<file path="src/rtl/muldiv_unit_e.sv">
// rtl/muldiv_unit_e.sv - iterative RV32M multiply/divide unit for the execute stage
// Optional MULDIV_FAST_MUL_EN: single-cycle combinational multiply, divides stay iterative.
module muldiv_unit_e #(
    parameter int XLEN        = 32,
    parameter int ITER_CYCLES = 32
) (
    input  logic            clk,
    input  logic            rst_n,
    input  logic            start_e,
    input  logic [2:0]      funct3_e,
    input  logic [XLEN-1:0] src_a_e,
    input  logic [XLEN-1:0] src_b_e,
    input  logic            flush_e,
    output logic            stall_e,
    output logic            done_e,
    output logic [XLEN-1:0] result_e
);
    typedef enum logic [1:0] {IDLE, CALC, DONE} state_t;

    localparam logic [4:0]      LAST    = 5'(ITER_CYCLES - 1);
    localparam logic [XLEN-1:0] INT_MIN = {1'b1, {(XLEN-1){1'b0}}};

    state_t              state, state_next;
    logic [4:0]          cnt;
    logic [2*XLEN-1:0]   acc;
    logic [XLEN-1:0]     opd_q;
    logic [2:0]          f3_q;
    logic                neg_q, rneg_q;

    logic                sgn_a_en, sgn_b_en, sa, sb;
    logic [XLEN-1:0]     mag_a, mag_b;
    logic                div_zero, div_ovf, special, go_done;
    logic [XLEN-1:0]     special_res, idle_res;
    logic [XLEN:0]       mul_sum, rem_sh, diff;
    logic [2*XLEN-1:0]   mul_next, div_next, step_next, prod_s;
    logic [XLEN-1:0]     quo_s, rem_s, final_res;

    // Sign handling per funct3: MUL/MULH/DIV/REM signed both, MULHSU signed rs1 only
    assign sgn_a_en    = funct3_e[2] ? ~funct3_e[0] : (funct3_e[1:0] != 2'b11);
    assign sgn_b_en    = funct3_e[2] ? ~funct3_e[0] : ~funct3_e[1];
    assign sa          = sgn_a_en & src_a_e[XLEN-1];
    assign sb          = sgn_b_en & src_b_e[XLEN-1];
    assign mag_a       = sa ? -src_a_e : src_a_e;
    assign mag_b       = sb ? -src_b_e : src_b_e;

    assign div_zero    = funct3_e[2] & (src_b_e == '0);
    assign div_ovf     = funct3_e[2] & ~funct3_e[0] & (src_a_e == INT_MIN) & (src_b_e == '1);
    assign special     = div_zero | div_ovf;
    assign special_res = div_zero ? (funct3_e[1] ? src_a_e : '1)
                                  : (funct3_e[1] ? '0 : INT_MIN);

`ifdef MULDIV_FAST_MUL_EN
    logic signed [XLEN:0]     fast_a, fast_b;
    logic signed [2*XLEN-1:0] fast_prod;
    assign fast_a    = {sa, src_a_e};
    assign fast_b    = {sb, src_b_e};
    assign fast_prod = (2*XLEN)'(fast_a) * (2*XLEN)'(fast_b);
    assign go_done   = special | ~funct3_e[2];
    assign idle_res  = special ? special_res
                     : ((funct3_e[1:0] == 2'b00) ? fast_prod[XLEN-1:0] : fast_prod[2*XLEN-1:XLEN]);
`else
    assign go_done   = special;
    assign idle_res  = special_res;
`endif

    // One radix-2 step: shift-add for multiply, restoring subtract for divide
    assign mul_sum   = {1'b0, acc[2*XLEN-1:XLEN]} + (acc[0] ? {1'b0, opd_q} : '0);
    assign mul_next  = {mul_sum, acc[XLEN-1:1]};
    assign rem_sh    = acc[2*XLEN-1:XLEN-1];
    assign diff      = rem_sh - {1'b0, opd_q};
    assign div_next  = diff[XLEN] ? {rem_sh[XLEN-1:0], acc[XLEN-2:0], 1'b0}
                                  : {diff[XLEN-1:0],   acc[XLEN-2:0], 1'b1};
    assign step_next = f3_q[2] ? div_next : mul_next;

    assign prod_s    = neg_q  ? -step_next : step_next;
    assign quo_s     = neg_q  ? -step_next[XLEN-1:0] : step_next[XLEN-1:0];
    assign rem_s     = rneg_q ? -step_next[2*XLEN-1:XLEN] : step_next[2*XLEN-1:XLEN];
    assign final_res = f3_q[2] ? (f3_q[1] ? rem_s : quo_s)
                     : ((f3_q[1:0] == 2'b00) ? prod_s[XLEN-1:0] : prod_s[2*XLEN-1:XLEN]);

    always_ff @(posedge clk or negedge rst_n) begin
        if (!rst_n) state <= IDLE;
        else        state <= state_next;
    end

    always_comb begin
        state_next = state;
        stall_e    = 1'b0;
        done_e     = 1'b0;
        case (state)
            IDLE: if (start_e && !flush_e) begin
                stall_e    = rst_n;
                state_next = go_done ? DONE : CALC;
            end
            CALC: begin
                stall_e = rst_n;
                if (flush_e)          state_next = IDLE;
                else if (cnt == LAST) state_next = DONE;
            end
            DONE: begin
                done_e     = ~flush_e;
                state_next = IDLE;
            end
            default: state_next = IDLE;
        endcase
    end

    always_ff @(posedge clk or negedge rst_n) begin
        if (!rst_n) begin
            cnt      <= '0;
            acc      <= '0;
            opd_q    <= '0;
            f3_q     <= '0;
            neg_q    <= 1'b0;
            rneg_q   <= 1'b0;
            result_e <= '0;
        end else begin
            case (state)
                IDLE: if (start_e && !flush_e) begin
                    cnt    <= '0;
                    f3_q   <= funct3_e;
                    neg_q  <= sa ^ sb;
                    rneg_q <= sa;
                    opd_q  <= funct3_e[2] ? mag_b : mag_a;
                    acc    <= {{XLEN{1'b0}}, (funct3_e[2] ? mag_a : mag_b)};
                    if (go_done) result_e <= idle_res;
                end
                CALC: if (!flush_e) begin
                    acc <= step_next;
                    if (cnt == LAST) result_e <= final_res;
                    else             cnt      <= cnt + 5'd1;
                end
                default: ;
            endcase
        end
    end
endmodule
</file>
<file path="config.mk">
export PLATFORM = sky130hd
export DESIGN_NAME = muldiv_unit_e
export DESIGN_NICKNAME = d
export VERILOG_FILES = /design/src/rtl/muldiv_unit_e.sv
export SDC_FILE = /design/constraint.sdc
export NUM_CORES = 1
export LEC_CHECK = 0
export ABC_AREA = 1
export BUFFER_PORTS_ARGS = -buffer_cell sky130_fd_sc_hd__buf_4
export CORE_MARGIN = 2
export CORE_UTILIZATION = 35
export DETAILED_ROUTE_END_ITERATION = 16
export PLACE_DENSITY = 0.57
export SLEW_MARGIN = 30
export SYNTH_ARGS = -nofsm -noshare
export SYNTH_HDL_FRONTEND = slang
export SYNTH_SLANG_ARGS = --single-unit
</file>
<file path="constraint.sdc">
create_clock -name clk -period 4.01 [get_ports clk]
set_clock_uncertainty 0.1 [all_clocks]
set_input_delay 0.802 -clock clk [delete_from_list [all_inputs] [get_ports clk]]
set_output_delay 0.802 -clock clk [all_outputs]
set_load 0.02 [all_outputs]
</file>
==> results.py, run 1 <==
metrics = {
    "yosys": {
        "synth_ff_type": "dfrtp_1",
        "synth-seq-cells": 140,
        "syn_nets": 3245,
        "synth_cell_types": 56,
        "synth.yosys.seq_area_share_pct": 19.4,
        "synthArstFlopShare_pct": 100,
        "synth_enable_flop_cells": 0,
        "yosys_warnings": 0,
        "syn_area_um2": 18100,
        "syn_avg_cell_area_um2": 5.82,
        "synth_cells": 3101,
    },
    "placement": {
        "io_buffer_count": 104,
        "dp.cells": 4206,
        "gp_congestion": 1.07,
        "dpl.hpwl_um": 75900,
    },
    "clock_tree": {
        "cts-buffers-inserted": 17,
        "clk_path_buf_depth": 2,
        "cts.sinks": 140,
        "clock_latency_ps": 500,
        "cts_tree": "done",
        "path_clk_slew_ps": 70,
        "cts_hold_buf": 0,
        "root_buffer": "clkbuf_16",
        "htreeDepth": 4,
    },
    "critical_path": {
        "path_buf_inv": 6,
        "crit_family": "simple AND/OR/NAND/NOR gates",
        "path_common_cell": "nand2_1",
        "required_ps": 4330,
        "endpoint_kind": "register",
        "path_max_fanout": 3,
        "cp-start-kind": "register",
        "reg2reg_to": "result_e[26]",
        "cpPeakStageDelay_ps": 390,
        "r2r_cells": 34,
        "reg2reg_from": "acc[31]",
        "crit_type": "register to register",
        "rrSetupSlack_ps": -120,
        "arrival_ps": 4460,
        "crit_slowest_cell": "dfrtp_1",
    },
    "timing": {
        "timing.fmax_mhz": 242,
        "final_hold_viol_count": 0,
        "finalCritPeriodShare_pct": 103,
        "slew_headroom_pct": 33.9,
        "fin_tns_setup_ps": -942,
        "drv_slew": 0,
        "timing.final.ws_setup_ps": -124,
        "layout_min_cycle_time_ps": 4130,
        "rsz0062_at_grt": "true",
        "worstMarginPinSlew_ps": 981,
        "setup-violations-final": 15,
    },
    "global_route": {
        "antenna_found_initial": 3,
        "grt_overflow": 0,
        "grt_use_total_pct": 34.4,
        "grt_max_degree": 56,
        "grt_pass1_vias": 21600,
        "grt_pass1_wl_um": 135000,
    },
    "floorplanning": {
        "die_w_um": 231,
        "pin_count": 105,
        "core_area_um2": 51200,
        "die_h_um": 231,
        "initial_core_util_pct": 35.3,
        "dieArea_um2": 53400,
        "row_count": 83,
    },
    "min_path": {
        "hold_path_class": "input port to asynchronous set/reset pin",
    },
    "route": {
        "ant_nets": 0,
        "drc": 0,
        "via_per_inst": 5.39,
        "dr.pass1.iters": 6,
        "drt_iter0_drc": 2544,
        "wl_um": 93200,
        "num_vias": 23000,
        "wl_per_cell_um": 21.8,
    },
    "run_status": {
        "violations": "negative setup slack",
        "status": "complete, but fails checks",
    },
    "final_layout": {
        "fin_nets": 3720,
        "area_growth_pct": 34.6,
        "drive_above_1_share_pct": 25.0,
        "stdcell_count": 4270,
    },
    "run": {
        "max-cap-violations": 0,
    },
}
[cell type report]
cell class / instances / area (um^2)
Multi-Input combinational cell: 2430 / 13400
Clock inverter: 12 / 135
Timing Repair Buffer: 568 / 4380
Sequential cell: 140 / 3510
Inverter: 419 / 1580
Clock buffer: 19 / 443
Tap cell: 680 / 851
Fill cell: 5405 / 26900
Antenna cell: 2 / 5.00
[kinds of logic after synthesis]
| logic type | Yosys count | synth area share (%) |
|---|---|---|
| xor+xnor | 110 | 5.33 |
| fa+ha+maj | 73 | 5.14 |
| buf+inv | 533 | 11.7 |
| flops | 140 | 19.4 |
| compound gates | 595 | 19.1 |
| simple gates | 1650 | 39.4 |
[cell usage after synthesis, types with 9 or more instances]
cell type / n / area share [%]
nor2_1: 313 / 6.5
a21oi_2: 9 / 0.44
xor2_1: 81 / 3.9
inv_1: 402 / 8.4
buf_2: 15 / 0.42
nor2_2: 31 / 1.1
ha_1: 71 / 4.9
nand2_1: 901 / 19
o21ai_1: 19 / 0.53
nand4_1: 31 / 1.1
a31oi_1: 11 / 0.38
xnor2_1: 29 / 1.4
o211ai_1: 28 / 1.2
clkbuf_1: 71 / 1.5
inv_2: 10 / 0.21
dfrtp_1: 140 / 19
or2_2: 13 / 0.45
nand2_2: 36 / 1.2
o22ai_1: 31 / 1.1
o221ai_1: 16 / 0.78
a22oi_1: 26 / 1.1
o21ai_0: 204 / 5.7
nand3b_1: 27 / 1.1
nand3_1: 226 / 6.3
o21bai_1: 14 / 0.58
nor3_1: 36 / 1.0
a21oi_1: 192 / 5.3
buf_1: 13 / 0.27
o21a_1: 14 / 0.58
[worst reg2reg max path: cells and delay by family (launching register included)]
kind / cells / cell delay, ps
AOI/OAI and AO/OA: 1 / 150
xor gates and xnor gates: 1 / 120
adders and majority gates: 3 / 620
buffers and inverters: 6 / 510
DFF: 1 / 390
and+or+nand+nor: 23 / 2170
[routing by layer]
metal | vias to the layer above | track usage [%] | part of all wire, %
li1 | 11000 | - | -
met1 | 10500 | 42.6 | 39
met2 | 1227 | 53.7 | 43
met3 | 259 | 7.05 | 9.3
met4 | 2 | 23.5 | 7.9
met5 | - | 0 | 0.016
[registers in the layout (all words and copies together), names as in the netlist]
| name | flops |
|---|---|
| neg_q | 1 |
| result_e | 32 |
| rneg_q | 1 |
| state | 2 |
| f3_q | 3 |
| cnt | 5 |
| opd_q | 32 |
| acc | 64 |
[per-stage QoR]
stage	hold slack [ps]	area, um^2	utilization [%]	setup WS, ps
floorplan	354	18100	-	16.7
global placement	375	22500	44.0	-154
detailed placement	373	22500	44.0	-284
CTS	160	23300	45.5	-34.2
global route	188	24300	47.5	-406
finish	145	24300	47.5	-124
[cells in the final DEF, fill, tap and decap left out, types with 26 or more instances in the layout]
cell,count
xor2_1,79
o21ai_0,179
nor2_2,40
nor2_4,26
nand3_1,203
a21oi_1,163
nor3_1,35
buf_4,552
o211ai_1,28
a21oi_2,36
nand2_2,69
ha_1,55
inv_1,397
xnor2_1,29
a22oi_1,26
nor2_1,283
dfrtp_1,136
o22ai_1,31
nand2_1,856
o21ai_1,37
nand3b_1,27
nand4_1,31
[timing repair]
| action | 4_1_cts | 5_1_grt |
|---|---|---|
| endpoints found under the setup margin | 29 | 30 |
| hold endpoints to repair | 0 | 0 |
| pin swaps | 17 | 61 |
| cloned | 0 | 3 |
| resized for setup | 43 | 203 |
| buffers inserted | 7 | 21 |
[worst max path at each step]
stage,startpoint,endpoint,slack (ps),cells after the start
floorplan,acc[31],result_e[18],20,37
global placement,acc[31],result_e[10],-150,34
detailed placement,acc[31],result_e[10],-280,34
CTS,acc[31],result_e[18],-30,36
global route,acc[31],result_e[26],-410,36
finish,acc[31],result_e[26],-120,34
Power of run 1 is not shown: default switching activity piles up to over one toggle a cycle in this logic, so the estimate is an artifact.
==> run 2: changes to the inputs <==
--- a/config.mk
+++ b/config.mk
@@ -15,3 +15,4 @@
 export SYNTH_ARGS = -nofsm -noshare
 export SYNTH_HDL_FRONTEND = slang
 export SYNTH_SLANG_ARGS = --single-unit
+export TNS_END_PERCENT = 10
==> run 2 against run 1 <==
The run still ends with negative setup slack left. Design area fell by 1.2%. Via count rose by 0.20%. Fmax rose by 0.42%. Wire length barely moved. Critical path depth rose by 2. Clock-buffer cell count did not move. Utilization fell by 0.59 points. Register-to-register slack improved by 20 ps. Critical endpoint is now result_e[18].
==> results.py, run 2 (synthesis results as in run 1) <==
metrics = {
    "run_status": {
        "status": "complete, but fails checks",
        "violations": "negative setup slack",
    },
    "floorplanning": {
        "pin_count": 105,
        "core_area_um2": 51200,
        "die_h_um": 231,
        "row_count": 83,
        "initial_core_util_pct": 35.3,
        "dieArea_um2": 53400,
        "die_w_um": 231,
    },
    "final_layout": {
        "fin_nets": 3715,
        "final_area_um2": 24000,
        "area_growth_pct": 33.0,
        "final_cell_mix": "nand2_1 (869), buf_4 (548), inv_1 (397), nor2_1 (293), nand3_1 (212)",
        "regArea_um2": 3510,
        "regMostFlops": "acc",
        "largest_reg_flops": 64,
        "top_regs": "acc (64), opd_q (32), result_e (32)",
        "n_fill_cell": 5435,
        "mostFrequentLayoutCell": "nand2_1",
        "multi_input_area_um2": 13100,
        "drive_above_1_share_pct": 23.7,
    },
    "route": {
        "num_vias": 23100,
        "wl_per_cell_um": 21.8,
        "ant_nets": 0,
        "wl_um": 93200,
        "drt_iter0_drc": 2532,
        "via_per_inst": 5.41,
        "drc": 0,
        "dr.pass1.iters": 8,
    },
    "timing": {
        "timing.fmax_mhz": 243,
        "rsz0062_at_grt": "true",
        "worstMarginPinSlew_ps": 982,
        "layout_min_cycle_time_ps": 4120,
        "setup-violations-final": 16,
        "slew_headroom_pct": 33.8,
        "finalCritPeriodShare_pct": 103,
        "drv_slew": 0,
        "final_hold_viol_count": 0,
        "timing.final.ws_setup_ps": -107,
    },
    "run": {
        "max-cap-violations": 0,
    },
    "critical_path": {
        "crit_path_start": "acc[31]",
        "arrival_ps": 4440,
        "crit_slowest_cell": "dfrtp_1",
        "path_max_fanout": 7,
        "required_ps": 4330,
        "rrSetupSlack_ps": -110,
        "endpoint_kind": "register",
        "crit_type": "register to register",
        "reg2reg_from": "acc[31]",
        "cp-start-kind": "register",
        "cpPeakStageDelay_ps": 390,
        "r2r_cells": 36,
        "crit_path_end": "result_e[18]",
        "reg2reg_to": "result_e[18]",
    },
    "global_route": {
        "grt_overflow": 0,
        "grt_max_degree": 56,
        "antenna_found_initial": 3,
        "grt_use_total_pct": 34.4,
        "grt_pass1_vias": 21600,
        "grt_pass1_wl_um": 135000,
    },
    "clock_tree": {
        "root_buffer": "clkbuf_16",
        "clock_latency_ps": 500,
        "cts_tree": "done",
        "cts.sinks": 140,
        "clk_path_buf_depth": 2,
        "cts-buffers-inserted": 17,
        "path_clk_slew_ps": 70,
        "cts_hold_buf": 0,
        "htreeDepth": 4,
    },
    "placement": {
        "dpl.hpwl_um": 75900,
        "io_buffer_count": 104,
        "placed_area_um2": 22500,
        "gp_congestion": 1.07,
    },
    "min_path": {
        "hold_path_class": "input port to asynchronous set/reset pin",
    },
}
## run 2: cell types whose count changed in the layout (fill, tap and decap cells not counted), sizes merged
cell	change
clkinv	-1
diode	+1
inv	+1
buf	-5
## run 2: how the worst min path moves through the flow
stage | slack (ps) | startpoint | endpoint | cells past startpoint
final | 150 | rst_n | result_e[15] | 1
after global routing | 190 | rst_n | result_e[15] | 1
after CTS | 160 | rst_n | acc[23] | 1
after detailed placement | 370 | result_e[7] | result_e[7] | 2
after global placement | 380 | result_e[11] | result_e[11] | 2
after floorplan | 350 | f3_q[0] | f3_q[0] | 2
## run 2: critical path, delay by kind of cell (launching register included)
family / cells / cell delay (ps)
AO/OA/AOI/OAI: 1 / 160
adder cells (fa/ha/maj): 3 / 610
buffers and inverters: 4 / 280
flip-flops: 1 / 390
AND/OR/NAND/NOR: 28 / 2480
## run 2: cell type report
cell class	instances	area share, %
flip-flops and latches	140	14.6
repair buffers	563	18.1
clock inverters	12	0.563
diodes	3	0.0313
well taps	680	3.54
multi-input cells	2430	54.8
clock buffers	19	1.84
inverters	419	6.56
## run 2: per-layer routing
metal / routed length (um) / share of wire [%] / vias up / track usage (%)
li1: - / - / 11000 / -
met1: 36800 / 39 / 10600 / 42.6
met2: 40500 / 43 / 1240 / 53.7
met3: 8670 / 9.3 / 262 / 7.05
met4: 7270 / 7.8 / 4 / 23.5
met5: 25 / 0.027 / - / 0
## run 2: per-stage QoR
stage          hold WS (ps)  worst slack (ps)  instances  TNS (ps)  utilization [%]
2_1_floorplan           354              16.7       3101         0                -
3_3_place_gp            375              -154       4206     -1830             44.0
3_5_place_dp            373              -284       4206     -3510             44.0
4_1_cts                 160             -34.2       4244      -137             45.5
5_1_grt                 188              -398       4263     -7960             46.9
6_report                150              -107       4266      -919             46.9
## run 2: repair_timing
item | 4_1_cts | 5_1_grt
endpoints found under the setup margin | 29 | 30
endpoints found under the hold margin | 0 | 0
setup buffers | 7 | 16
pin swaps | 17 | 43
resized for setup | 42 | 135
gates cloned | 0 | 3
Power of run 2 is left out for the same reason.
